[src/rtl/btn_pkg.sv]
// rtl/btn_pkg.sv - shared state type and counter sizing for the button conditioner
package btn_pkg;

    typedef enum logic [1:0] {
        RELEASED     = 2'd0,
        PRESS_WAIT   = 2'd1,
        PRESSED      = 2'd2,
        RELEASE_WAIT = 2'd3
    } btn_state_t;

    // Bits needed to hold 0..max_val without wrapping (never less than one bit).
    function automatic int cnt_width(input int max_val);
        return (max_val < 1) ? 1 : $clog2(max_val + 1);
    endfunction

endpackage

[src/rtl/btn_debounce_ch.sv]
// rtl/btn_debounce_ch.sv - one button channel: synchronizer, debounce FSM, long-press counter
module btn_debounce_ch
    import btn_pkg::*;
#(
    parameter int DEBOUNCE_CYCLES = 1000000,
    parameter int LONG_CYCLES     = 50000000,
    parameter bit BTN_ACTIVE_LOW  = 1'b1
) (
    input  logic clk_i,
    input  logic rst_ni,
    input  logic btn_raw_i,
    output logic level_o,
    output logic press_o,
    output logic release_o,
    output logic long_o
);

    localparam int DW = cnt_width(DEBOUNCE_CYCLES - 1);
    localparam int LW = cnt_width(LONG_CYCLES);
    localparam logic [DW-1:0] DB_LAST  = DW'(DEBOUNCE_CYCLES - 1);
    localparam logic [LW-1:0] LONG_MAX = LW'(LONG_CYCLES);

    logic [1:0]    sync_q;
    logic          s_q;
    btn_state_t    state_q, state_d;
    logic [DW-1:0] db_cnt_q, db_cnt_d;
    logic [LW-1:0] long_cnt_q, long_cnt_d;
    logic          level_q, level_d;
    logic          press_q, press_d;
    logic          release_q, release_d;
    logic          long_q, long_d;

    // Sync flops idle at the inactive pin level; s_q adds the stage that sets the
    // DEBOUNCE_CYCLES+2 edge latency from first capture to btn_level.
    always_ff @(posedge clk_i or negedge rst_ni) begin
        if (!rst_ni) begin
            sync_q <= {2{BTN_ACTIVE_LOW}};
            s_q    <= 1'b0;
        end else begin
            sync_q <= {sync_q[0], btn_raw_i};
            s_q    <= sync_q[1] ^ BTN_ACTIVE_LOW;
        end
    end

    always_ff @(posedge clk_i or negedge rst_ni) begin
        if (!rst_ni) begin
            state_q    <= RELEASED;
            db_cnt_q   <= '0;
            long_cnt_q <= '0;
            level_q    <= 1'b0;
            press_q    <= 1'b0;
            release_q  <= 1'b0;
            long_q     <= 1'b0;
        end else begin
            state_q    <= state_d;
            db_cnt_q   <= db_cnt_d;
            long_cnt_q <= long_cnt_d;
            level_q    <= level_d;
            press_q    <= press_d;
            release_q  <= release_d;
            long_q     <= long_d;
        end
    end

    always_comb begin
        state_d    = state_q;
        db_cnt_d   = db_cnt_q;
        long_cnt_d = long_cnt_q;
        level_d    = level_q;
        press_d    = 1'b0;
        release_d  = 1'b0;
        long_d     = 1'b0;

        // Release bounces keep counting so a press yields at most one long event.
        if ((state_q == PRESSED || state_q == RELEASE_WAIT) && long_cnt_q != LONG_MAX) begin
            long_cnt_d = long_cnt_q + 1'b1;
            long_d     = (long_cnt_d == LONG_MAX);
        end

        unique case (state_q)
            RELEASED: begin
                if (s_q) begin
                    state_d  = PRESS_WAIT;
                    db_cnt_d = DW'(1);
                end
            end
            PRESS_WAIT: begin
                if (!s_q) begin
                    state_d = RELEASED;
                end else if (db_cnt_q == DB_LAST) begin
                    state_d    = PRESSED;
                    level_d    = 1'b1;
                    press_d    = 1'b1;
                    long_cnt_d = '0;
                end else begin
                    db_cnt_d = db_cnt_q + 1'b1;
                end
            end
            PRESSED: begin
                if (!s_q) begin
                    state_d  = RELEASE_WAIT;
                    db_cnt_d = DW'(1);
                end
            end
            RELEASE_WAIT: begin
                if (s_q) begin
                    state_d = PRESSED;
                end else if (db_cnt_q == DB_LAST) begin
                    state_d   = RELEASED;
                    level_d   = 1'b0;
                    release_d = 1'b1;
                end else begin
                    db_cnt_d = db_cnt_q + 1'b1;
                end
            end
            default: state_d = RELEASED;
        endcase
    end

    assign level_o   = level_q;
    assign press_o   = press_q;
    assign release_o = release_q;
    assign long_o    = long_q;

endmodule

[src/rtl/btn_conditioner.sv]
// rtl/btn_conditioner.sv - N_BTN independent debounced push-button channels with event pulses
module btn_conditioner
    import btn_pkg::*;
#(
    parameter int N_BTN           = 2,
    parameter int DEBOUNCE_CYCLES = 1000000,
    parameter int LONG_CYCLES     = 50000000,
    parameter bit BTN_ACTIVE_LOW  = 1'b1
) (
    input  logic             clk_clk,
    input  logic             reset_reset_n,
    input  logic [N_BTN-1:0] btn_raw,
    output logic [N_BTN-1:0] btn_level,
    output logic [N_BTN-1:0] btn_press,
    output logic [N_BTN-1:0] btn_release,
    output logic [N_BTN-1:0] btn_long
);

    for (genvar g = 0; g < N_BTN; g++) begin : g_ch
        btn_debounce_ch #(
            .DEBOUNCE_CYCLES (DEBOUNCE_CYCLES),
            .LONG_CYCLES     (LONG_CYCLES),
            .BTN_ACTIVE_LOW  (BTN_ACTIVE_LOW)
        ) u_ch (
            .clk_i     (clk_clk),
            .rst_ni    (reset_reset_n),
            .btn_raw_i (btn_raw[g]),
            .level_o   (btn_level[g]),
            .press_o   (btn_press[g]),
            .release_o (btn_release[g]),
            .long_o    (btn_long[g])
        );
    end

endmodule

[config.mk]
export PLATFORM = sky130hd
export DESIGN_NAME = btn_conditioner
export DESIGN_NICKNAME = d
export VERILOG_FILES = /design/src/rtl/btn_pkg.sv /design/src/rtl/btn_debounce_ch.sv /design/src/rtl/btn_conditioner.sv
export SDC_FILE = /design/constraint.sdc
export NUM_CORES = 1
export LEC_CHECK = 0
export CAP_MARGIN = 20
export CORE_MARGIN = 1.5
export CORE_UTILIZATION = 39
export CTS_BUF_LIST = sky130_fd_sc_hd__clkbuf_16
export CTS_CLUSTER_DIAMETER = 150
export DETAILED_ROUTE_END_ITERATION = 10
export HOLD_SLACK_MARGIN = 0.1
export MAX_ROUTING_LAYER = met4
export PLACE_DENSITY_LB_ADDON = 0.25
export SLEW_MARGIN = 25
export SYNTH_ARGS = -nofsm -noshare
export SYNTH_HDL_FRONTEND = slang
export SYNTH_SLANG_ARGS = --single-unit
[constraint.sdc]
create_clock -name clk_clk -period 5.2 [get_ports clk_clk]
set_clock_uncertainty 0.05 [all_clocks]
set_input_delay 0.78 -clock clk_clk [delete_from_list [all_inputs] [get_ports clk_clk]]
set_output_delay 0.78 -clock clk_clk [all_outputs]
set_load 0.01 [all_outputs]
==> metrics.csv <==
metric,value,unit
Area growth syn-to-layout,7.74,%
first-pass GRT wire length,23000,um
Die Wd,131,um
CP max FO,25,
Slowest cell on crit path,o41a_2,
worst skew pair latency,0.35,ns
Post-Place Cells,896,
final worst setup slack,2.15,ns
crit share post-route,0.586,
Synth cell types,58,
fillers,1563,
Worst setup EP type,flip-flop,
Yosys reg bits,110,
max layer used,met4,
status,"finished, final reports clean",
post-synthesis sequential area ratio,0.434,
final net count,703,
total wire length,13400,um
largest net degree at the start of global routing,75,
Yosys Warn Count,0,
CTS Hold Buffers Added,0,
Worst VDD drop,0.167,mV
number of synthesized flops with an enable pin,0,
TNS Setup,0,ns
PwrDens,229,nW/um^2
1st-pass router iterations,5,
share of layout cells above drive strength 1,0.0589,
Setup crit start,g_ch[1].u_ch.long_cnt_q[0],
Most used DFF post-synth,dfrtp_1,
post-CTS sizing,0,
Post-Synthesis Cells,703,
LEAKAGE,2.78,nW
number of max-cap violations,0,
GRT Resource Usage Total,0.174,
grt total ovfl,0,
max incr delay on CP,0.77,ns
WL met2,6300,um
Avg Inst Size Synth,9.03,um^2
reg-to-reg startpoint,g_ch[1].u_ch.long_cnt_q[0],
cell area after layout,6840,um^2
Sequential Area,2760,um^2
Buf/Inv on CP,1,
CTS buffer count,9,
Top Family by Delay on Critical Path,compound AO/OA/AOI/OAI gates,
drt via density,5.50,
clock transition time at the flip-flop clock pins of the worst setup and hold paths,0.07,ns
Max-slew headroom,0.404,
multi-input logic area,3330,um^2
CTS tree,yes,
final-report hold violation count,0,
Critical Path RT,5.42,ns
most frequent cell after synthesis,dfrtp_1,
die area,17100,um^2
minimum clock period,3.05,ns
input/output buffers,11,
CTS Sinks,110,
"most used cell, CP",o21ai_0,
Critical Path AT,3.27,ns
met3 wire len,315,um
"FFs w/ async S/R, synth",1.00,
largest cells by area after synthesis,"dfrtp_1 42%, nor2_1 5.7%, xnor2_1 5.7%",
drt drc,0,
row count,46,
post-synth top area share,0.418,
RD Place Congestion,0.816,
vias in the first global route,4803,
Area after DPL,6580,um^2
initial antenna violation count,0,
final setup fails,0,
n_diodes,0,
Via Count,5015,
list of most frequent post-synthesis cells,"106 x dfrtp_1, 96 x nor2_1, 63 x nand2_1",
Longest Clk Path Bufs,2,
die height,131,um
Worst Hold Class,reg -> reg,
met1 WL,6630,um
CP startpoint kind,flip-flop,
Tightest Pin Transition,0.893,ns
detailed-placement wirelength estimate,9040,um
max frequency,328,MHz
RSZ-0062 raised after global routing,false,
"Setup Fix Bufs, Post-CTS",0,
DRT antenna net count,0,
post-route insts no fill,912,
Placement Setup Slack,2.04,ns
"Slew Viols, Final",0,
Post-Syn Area,6350,um^2
syn nets,715,
biggest area consumer among synthesized cells,dfrtp_1,
HP Start,g_ch[0].u_ch.sync_q[0],
Initial Util,0.400,
Clk Tree Root Cell,clkbuf_16,
boundary pin count,12,
Setup CP Type,reg -> reg,
"Critical Path, Cell by Cell","inv_1, ha_1, nor4bb_1, nand4b_1, o41a_2, a31oi_2, o21ai_0, o21ai_0",
Initial DRC Count,384,
H-tree depth,3,
core area,15900,um^2
WL/cell,14.7,um
==> metrics by stage <==
step           power, W  hold slack [ns]  utilization
6_report        0.00156            0.309        0.431
5_1_grt         0.00163            0.312        0.431
4_1_cts         0.00159            0.310        0.430
3_5_place_dp   0.000961            0.300        0.414
3_3_place_gp   0.000957            0.297        0.413
2_1_floorplan  0.000929            0.295            -
==> cell families after synthesis <==
logic type                 after synthesis  synth area share
AOI/OAI and AO/OA                      102             0.102
DFF                                    110             0.434
and+or+nand+nor                        341             0.287
buffers and inverters                   59            0.0453
muxes                                    7            0.0110
adders and majority gates                8            0.0158
xor gates and xnor gates                76             0.105
==> worst reg2reg max path, delay by kind of cell (launching register included) <==
family / cells / cell delay [ns]
AOI/OAI and AO/OA: 4 / 1.73
and+or+nand+nor: 2 / 0.50
DFF: 1 / 0.47
adders and majority gates: 1 / 0.14
buffers and inverters: 1 / 0.09
==> power by group <==
group | internal (W) | total, W | leakage (nW) | switching [W]
combinational | 0.0000173 | 0.0000576 | 1.15 | 0.0000403
sequential | 0.000870 | 0.000886 | 1.50 | 0.0000158
clock | 0.000316 | 0.000621 | 0.123 | 0.000304
total | 0.00120 | 0.00156 | 2.78 | 0.000361
==> final cells by class <==
class,instances,area share
Multi-Input combinational cell,534,0.487
Sequential cell,110,0.403
Tap cell,216,0.0395
Clock buffer,9,0.0329
Timing Repair Buffer,15,0.0212
Inverter,21,0.0115
Clock inverter,7,0.00457
==> path summary, 6_finish.rpt <==
kind,cells past startpoint,slack (ns),endpoint
min reg2reg,0,0.31,g_ch[0].u_ch.sync_q[1]
max,8,2.15,g_ch[1].u_ch.long_cnt_q[3]
min in group asynchronous,1,0.40,g_ch[0].u_ch.long_cnt_q[2]
min,0,0.31,g_ch[0].u_ch.sync_q[1]
max in group asynchronous,2,3.75,g_ch[0].u_ch.db_cnt_q[12]
max reg2reg,8,2.15,g_ch[1].u_ch.long_cnt_q[3]
==> registers in the layout, summed over array words and instances (netlist names), named ones only <==
| register | count |
|---|---|
| g_ch.u_ch.press_o | 2 |
| g_ch.u_ch.s_q | 2 |
| g_ch.u_ch.long_cnt_q | 52 |
| g_ch.u_ch.db_cnt_q | 40 |
| g_ch.u_ch.long_o | 2 |
| g_ch.u_ch.level_o | 2 |
| g_ch.u_ch.release_o | 2 |
| g_ch.u_ch.sync_q | 4 |
| g_ch.u_ch.state_q | 2 |
==> layer usage <==
layer | GRT usage | up-vias
li1 | - | 2452
met4 | 0.0653 | 0
met1 | 0.235 | 2478
met2 | 0.264 | 73
met3 | 0.0265 | 12
met5 | - | -
==> placed cells by master, fill, tap and decap left out, drive strengths merged, types with 21 or more instances in the layout <==
| master | n |
|---|---|
| inv | 21 |
| nor2 | 96 |
| nand3 | 31 |
| a21oi | 26 |
| nand2 | 63 |
| o21ai | 38 |
| xnor2 | 41 |
| nand4 | 35 |
| nor3 | 25 |
| xor2 | 35 |
| dfrtp | 106 |
No activity file was read; power rests on OpenSTA's default activity.
==> patch 1: new RTL, config.mk and constraints unchanged <==
`BTN_ACTIVE_LOW` is set to 1'b1 in 2 places; all go to 1'b0.
--- a/src/rtl/btn_debounce_ch.sv
+++ b/src/rtl/btn_debounce_ch.sv
@@ -6,3 +6,3 @@
     parameter int LONG_CYCLES     = 50000000,
-    parameter bit BTN_ACTIVE_LOW  = 1'b1
+    parameter bit BTN_ACTIVE_LOW  = 1'b0
 ) (
--- a/src/rtl/btn_conditioner.sv
+++ b/src/rtl/btn_conditioner.sv
@@ -7,3 +7,3 @@
     parameter int LONG_CYCLES     = 50000000,
-    parameter bit BTN_ACTIVE_LOW  = 1'b1
+    parameter bit BTN_ACTIVE_LOW  = 1'b0
 ) (
Formal check against the unedited RTL: no difference found for any inputs over 10 cycles, from zero or initial values and one cycle with reset_reset_n low; that may be too few to reach the edited logic, so the function may still have changed.
==> patch 1 against the unedited design <==
- worst setup slack better by 0.34 ns
- final cell count is 3.9% lower
- cell area is 0.77% lower
- maximum frequency is 13% higher
- synthesized area is 0.20% lower
- total power is 2.0% higher
- sequential cell count stayed put
- via count is 6.2% lower
- sequential share of layout area is 0.24 points higher
- count of clock-buffer cells in the layout stayed put
- wire length is 6.8% lower
- largest power group unchanged
- highest routed layer unchanged
==> patch 1: results (changes against the unedited design) <==
metric,value,unit,change
diodes,0,,unchanged
clock_path_buffers,2,,unchanged
clkTransAtPathRegs,0.07,ns,about the same
placed_cells,860,,-4.0%
reg_top3,"g_ch.u_ch.long_cnt_q: 52 flops, g_ch.u_ch.db_cnt_q: 40 flops, g_ch.u_ch.sync_q: 4 flops",,
synth_cell_types,62,,+6.9%
num-nets-final,667,,-5.1%
p_sw,384.4,µW,+6.6%
synth-seq-area-share,0.4343,,about the same
synth_async_sr_flop_share,1.000,,unchanged
post-place-ws,2.555,ns,+0.5197 ns
grt_start_max_net_pins,82,,+9.3%
path_max_fanout,9,,-64%
synth_top_area_frac,0.4343,,+0.01662
io_buffers,11,,unchanged
drive_gt1_frac,0.07576,,+0.01685
cts_buffers,9,,unchanged
worstSkewPairLatency,0.36,ns,
place_area,0.006513,mm²,-1.0%
grt_pass1_vias,4486,,-6.6%
cts_root_buf,clkbuf_16,,
stdcell_count,876,,-3.9%
leakage,2.778,nW,about the same
cts_setup_buffers,0,,unchanged
gp_congestion,0.8065,,-1.2%
synth-warning-count,0,,unchanged
hold_class,reg -> reg,,
cts-htree-levels,3,,unchanged
critPathSlowestCell,nor4b_1,,
grt_usage,0.1651,,-0.008442
grt_pass1_wl,21930,µm,-4.6%
first_iter_violations,298,,-22%
power.share.clock,0.412,,+0.015
max_stage_delay,0.51,ns,-0.26 ns
ir_worst_vdd,0.1774,mV,+6.1%
syn_nets,684,,-4.3%
dr_total_vias,4706,,-6.2%
synthTopCellsByCount,"dfrtp_1, nor2_1, nand2_1, xor2_1, xnor2_1",,
synth_area_per_cell,9.432,µm²,+4.4%
dr.pass1.iters,5,,unchanged
ctsResizeCount,0,,unchanged
synth_area_leaders,"dfrtp_1, xor2_1, nor2_1",,
slew_headroom,0.3789,,-0.02545
hpwl,8483,µm,-6.2%
drt_wl_total,12520,µm,-6.8%
status,"complete, no violations",,
antenna_found_initial,0,,unchanged
==> patch 1: cell types whose count changed after synthesis, moves of 8 or more <==
| cell | change |
|---|---|
| a31oi_1 | -8 |
| and3_1 | +13 |
| nand2_1 | -11 |
| nand3_2 | +8 |
| xor2_1 | +17 |
==> patch 1: critical path: cells and delay by family, from the launching register on <==
family / cells / cell delay [ns]
AO/OA/AOI/OAI: 2 / 0.55
flip-flops: 1 / 0.49
adder cells (fa/ha/maj): 1 / 0.32
AND/OR/NAND/NOR: 3 / 1.19
==> patch 1: cell families (layout without fill, tap and decap cells) <==
| kind of cell | count (synthesis) | count (layout) | share of synthesized area |
|---|---|---|---|
| AND/OR/NAND/NOR | 334 | 334 | 0.2945 |
| flip-flops | 110 | 110 | 0.4343 |
| XOR/XNOR | 90 | 90 | 0.1244 |
| AO/OA/AOI/OAI | 73 | 73 | 0.08173 |
| buffers and inverters | 56 | 44 | 0.04777 |
| adder cells (fa/ha/maj) | 8 | 8 | 0.01579 |
| multiplexers | 1 | 1 | 0.001579 |
==> patch 1: final timing paths <==
path	start	end	slack [ns]	cells past startpoint
setup / recovery	g_ch[1].u_ch.long_cnt_q[0]	g_ch[1].u_ch.long_o	2.50	6
hold / removal	g_ch[1].u_ch.sync_q[1]	g_ch[1].u_ch.s_q	0.30	0
setup reg to reg	g_ch[1].u_ch.long_cnt_q[0]	g_ch[1].u_ch.long_o	2.50	6
hold reg to reg	g_ch[1].u_ch.sync_q[1]	g_ch[1].u_ch.s_q	0.30	0
max in group asynchronous	reset_reset_n	g_ch[1].u_ch.db_cnt_q[0]	3.84	2
min in group asynchronous	reset_reset_n	g_ch[0].u_ch.db_cnt_q[7]	0.37	1
==> patch 1: cell type report <==
class | instances | area (µm²)
Clock inverter | 7 | 48.80
Clock buffer | 9 | 225.2
Sequential cell | 110 | 2753
Inverter | 15 | 56.30
Fill cell | 1555 | 9095
Timing Repair Buffer | 13 | 130.1
Tap cell | 216 | 270.3
Multi-Input combinational cell | 506 | 3307
==> patch 1: power groups by stage <==
stage | clock, mW | combinational (mW) | sequential (mW)
final | 0.658 | 0.0543 | 0.885
after global routing | 0.716 | 0.0642 | 0.887
after global placement | 0 | 0.0528 | 0.900
after floorplan | 0 | 0.0283 | 0.897
after CTS | 0.681 | 0.0562 | 0.884
after detailed placement | 0 | 0.0557 | 0.901
==> patch 1: layer usage <==
layer,up-vias,part of all wire,GRT usage
met1,2291,0.50,0.2215
met3,11,0.023,0.02077
met2,79,0.47,0.2557
met4,0,0.014,0.06464
met5,-,0,-
li1,2325,-,-
==> patch 2: new RTL, same flow settings <==
Without the edit above. Put a register stage on the output `btn_press`. The value now appears one clock later. The other outputs are not delayed to match.
--- a/src/rtl/btn_conditioner.sv
+++ b/src/rtl/btn_conditioner.sv
@@ -18,2 +18,4 @@
 
+    logic [N_BTN-1:0] btn_press_d;
+
     for (genvar g = 0; g < N_BTN; g++) begin : g_ch
@@ -28,3 +30,3 @@
             .level_o   (btn_level[g]),
-            .press_o   (btn_press[g]),
+            .press_o   (btn_press_d[g]),
             .release_o (btn_release[g]),
@@ -34,2 +36,6 @@
 
+    always_ff @(posedge clk_clk) begin
+        btn_press <= btn_press_d;
+    end
+
 endmodule
Function: no difference found for any inputs over 10 cycles, from zero or initial values and one cycle with reset_reset_n low; that may be too few to reach the edited logic, so the function may still have changed.
==> patch 2 against the unedited design <==
- cell area decreased by 0.91%
- wire length decreased by 2.1%
- worst setup slack improved by 0.022 ns
- synthesized area decreased by 1.3%
- final cell count decreased by 2.5%
- combinational power decreased by 8.5%
- clock power increased by 16%
- total power increased by 7.2%
- maximum frequency increased by 0.71%
- sequential cell count increased by 2
- highest routed layer unchanged
==> patch 2: results (changes against the unedited design) <==
metric,value,unit,change
status,"complete, no violations",,
clkTransAtPathRegs,0.08,ns,
synth_area_leaders,"dfrtp_1, xor2_1, nor2_1",,
worst_slew_pin_slew,0.8145,ns,-0.07889 ns
wl_met2,6335,µm,+0.57%
place_area,0.006471,mm²,-1.7%
use_met1,0.2161,,-0.01862
path_max_fanout,9,,-64%
post-place-ws,2.141,ns,+0.1056 ns
via_per_inst,5.445,,-0.97%
first_iter_violations,315,,-18%
grt_use_met3,0.03239,,+0.005925
use_met2,0.2845,,+0.02038
drive_gt1_frac,0.06092,,+0.002013
wl_met3,411,µm,+30%
gp_congestion,0.8428,,+3.2%
synth_async_sr_flop_share,0.9821,,-0.01786
synth-warning-count,0,,unchanged
fillCellCount,1560,,-0.19%
post-route-min-period,3.027,ns,-0.02157 ns
fin_area,0.006780,mm²,-0.91%
synth-seq-area-share,0.4464,,+0.01220
drt_wl_total,13140,µm,-2.1%
diodes,0,,unchanged
num-nets-final,680,,-3.3%
crit_arrival,3.22,ns,-0.05 ns
dr.pass1.iters,4,,-1
hpwl,8920,µm,-1.3%
grt_usage,0.1739,,+0.0003368
grt_start_max_net_pins,60,,-20%
reg2reg_slack,2.17,ns,+0.02 ns
netlist_instances,690,,-1.8%
whs_endpoint,btn_press[1],,
grt_pass1_wl,22800,µm,-0.78%
leakage,2.837,nW,+2.2%
wire_per_inst,14.78,µm,+0.42%
hold_start,g_ch[1].u_ch.press_o,,
max_stage_delay,0.51,ns,-0.26 ns
syn_nets,702,,-1.8%
reg2reg_to,g_ch[1].u_ch.long_o,,
placed_cells,873,,-2.6%
ff2ff_path_depth,7,,-1
[patch 2: cell count changes in the layout (fill, tap and decap cells not counted), moves of 11 or more]
cell / before / now
and3_1: 12 / 26
xor2_1: 35 / 46
nor3_1: 25 / 13
or3_1: 16 / 4
[patch 2: layout make-up]
type / count / area share
multi-input combinational: 515 / 0.4759
sequential: 112 / 0.4126
tap: 216 / 0.03986
clock buffer: 9 / 0.03322
timing repair buffer: 12 / 0.01698
clock inverter: 7 / 0.01144
inverter: 18 / 0.009965
[patch 2: cells by family after synthesis]
logic type                 after synthesis  synth area share
adders and majority gates                8           0.01597
DFF                                    112            0.4464
buffers and inverters                   63           0.04272
and+or+nand+nor                        325            0.2783
AOI/OAI and AO/OA                       98           0.09842
muxes                                    4          0.006389
xor gates and xnor gates                80            0.1118
[patch 2: where the power goes]
part / switching, mW / total, mW / internal, mW
Combinational: 0.0366 / 0.0527 / 0.0161
Sequential: 0.0158 / 0.901 / 0.885
Clock: 0.344 / 0.723 / 0.379
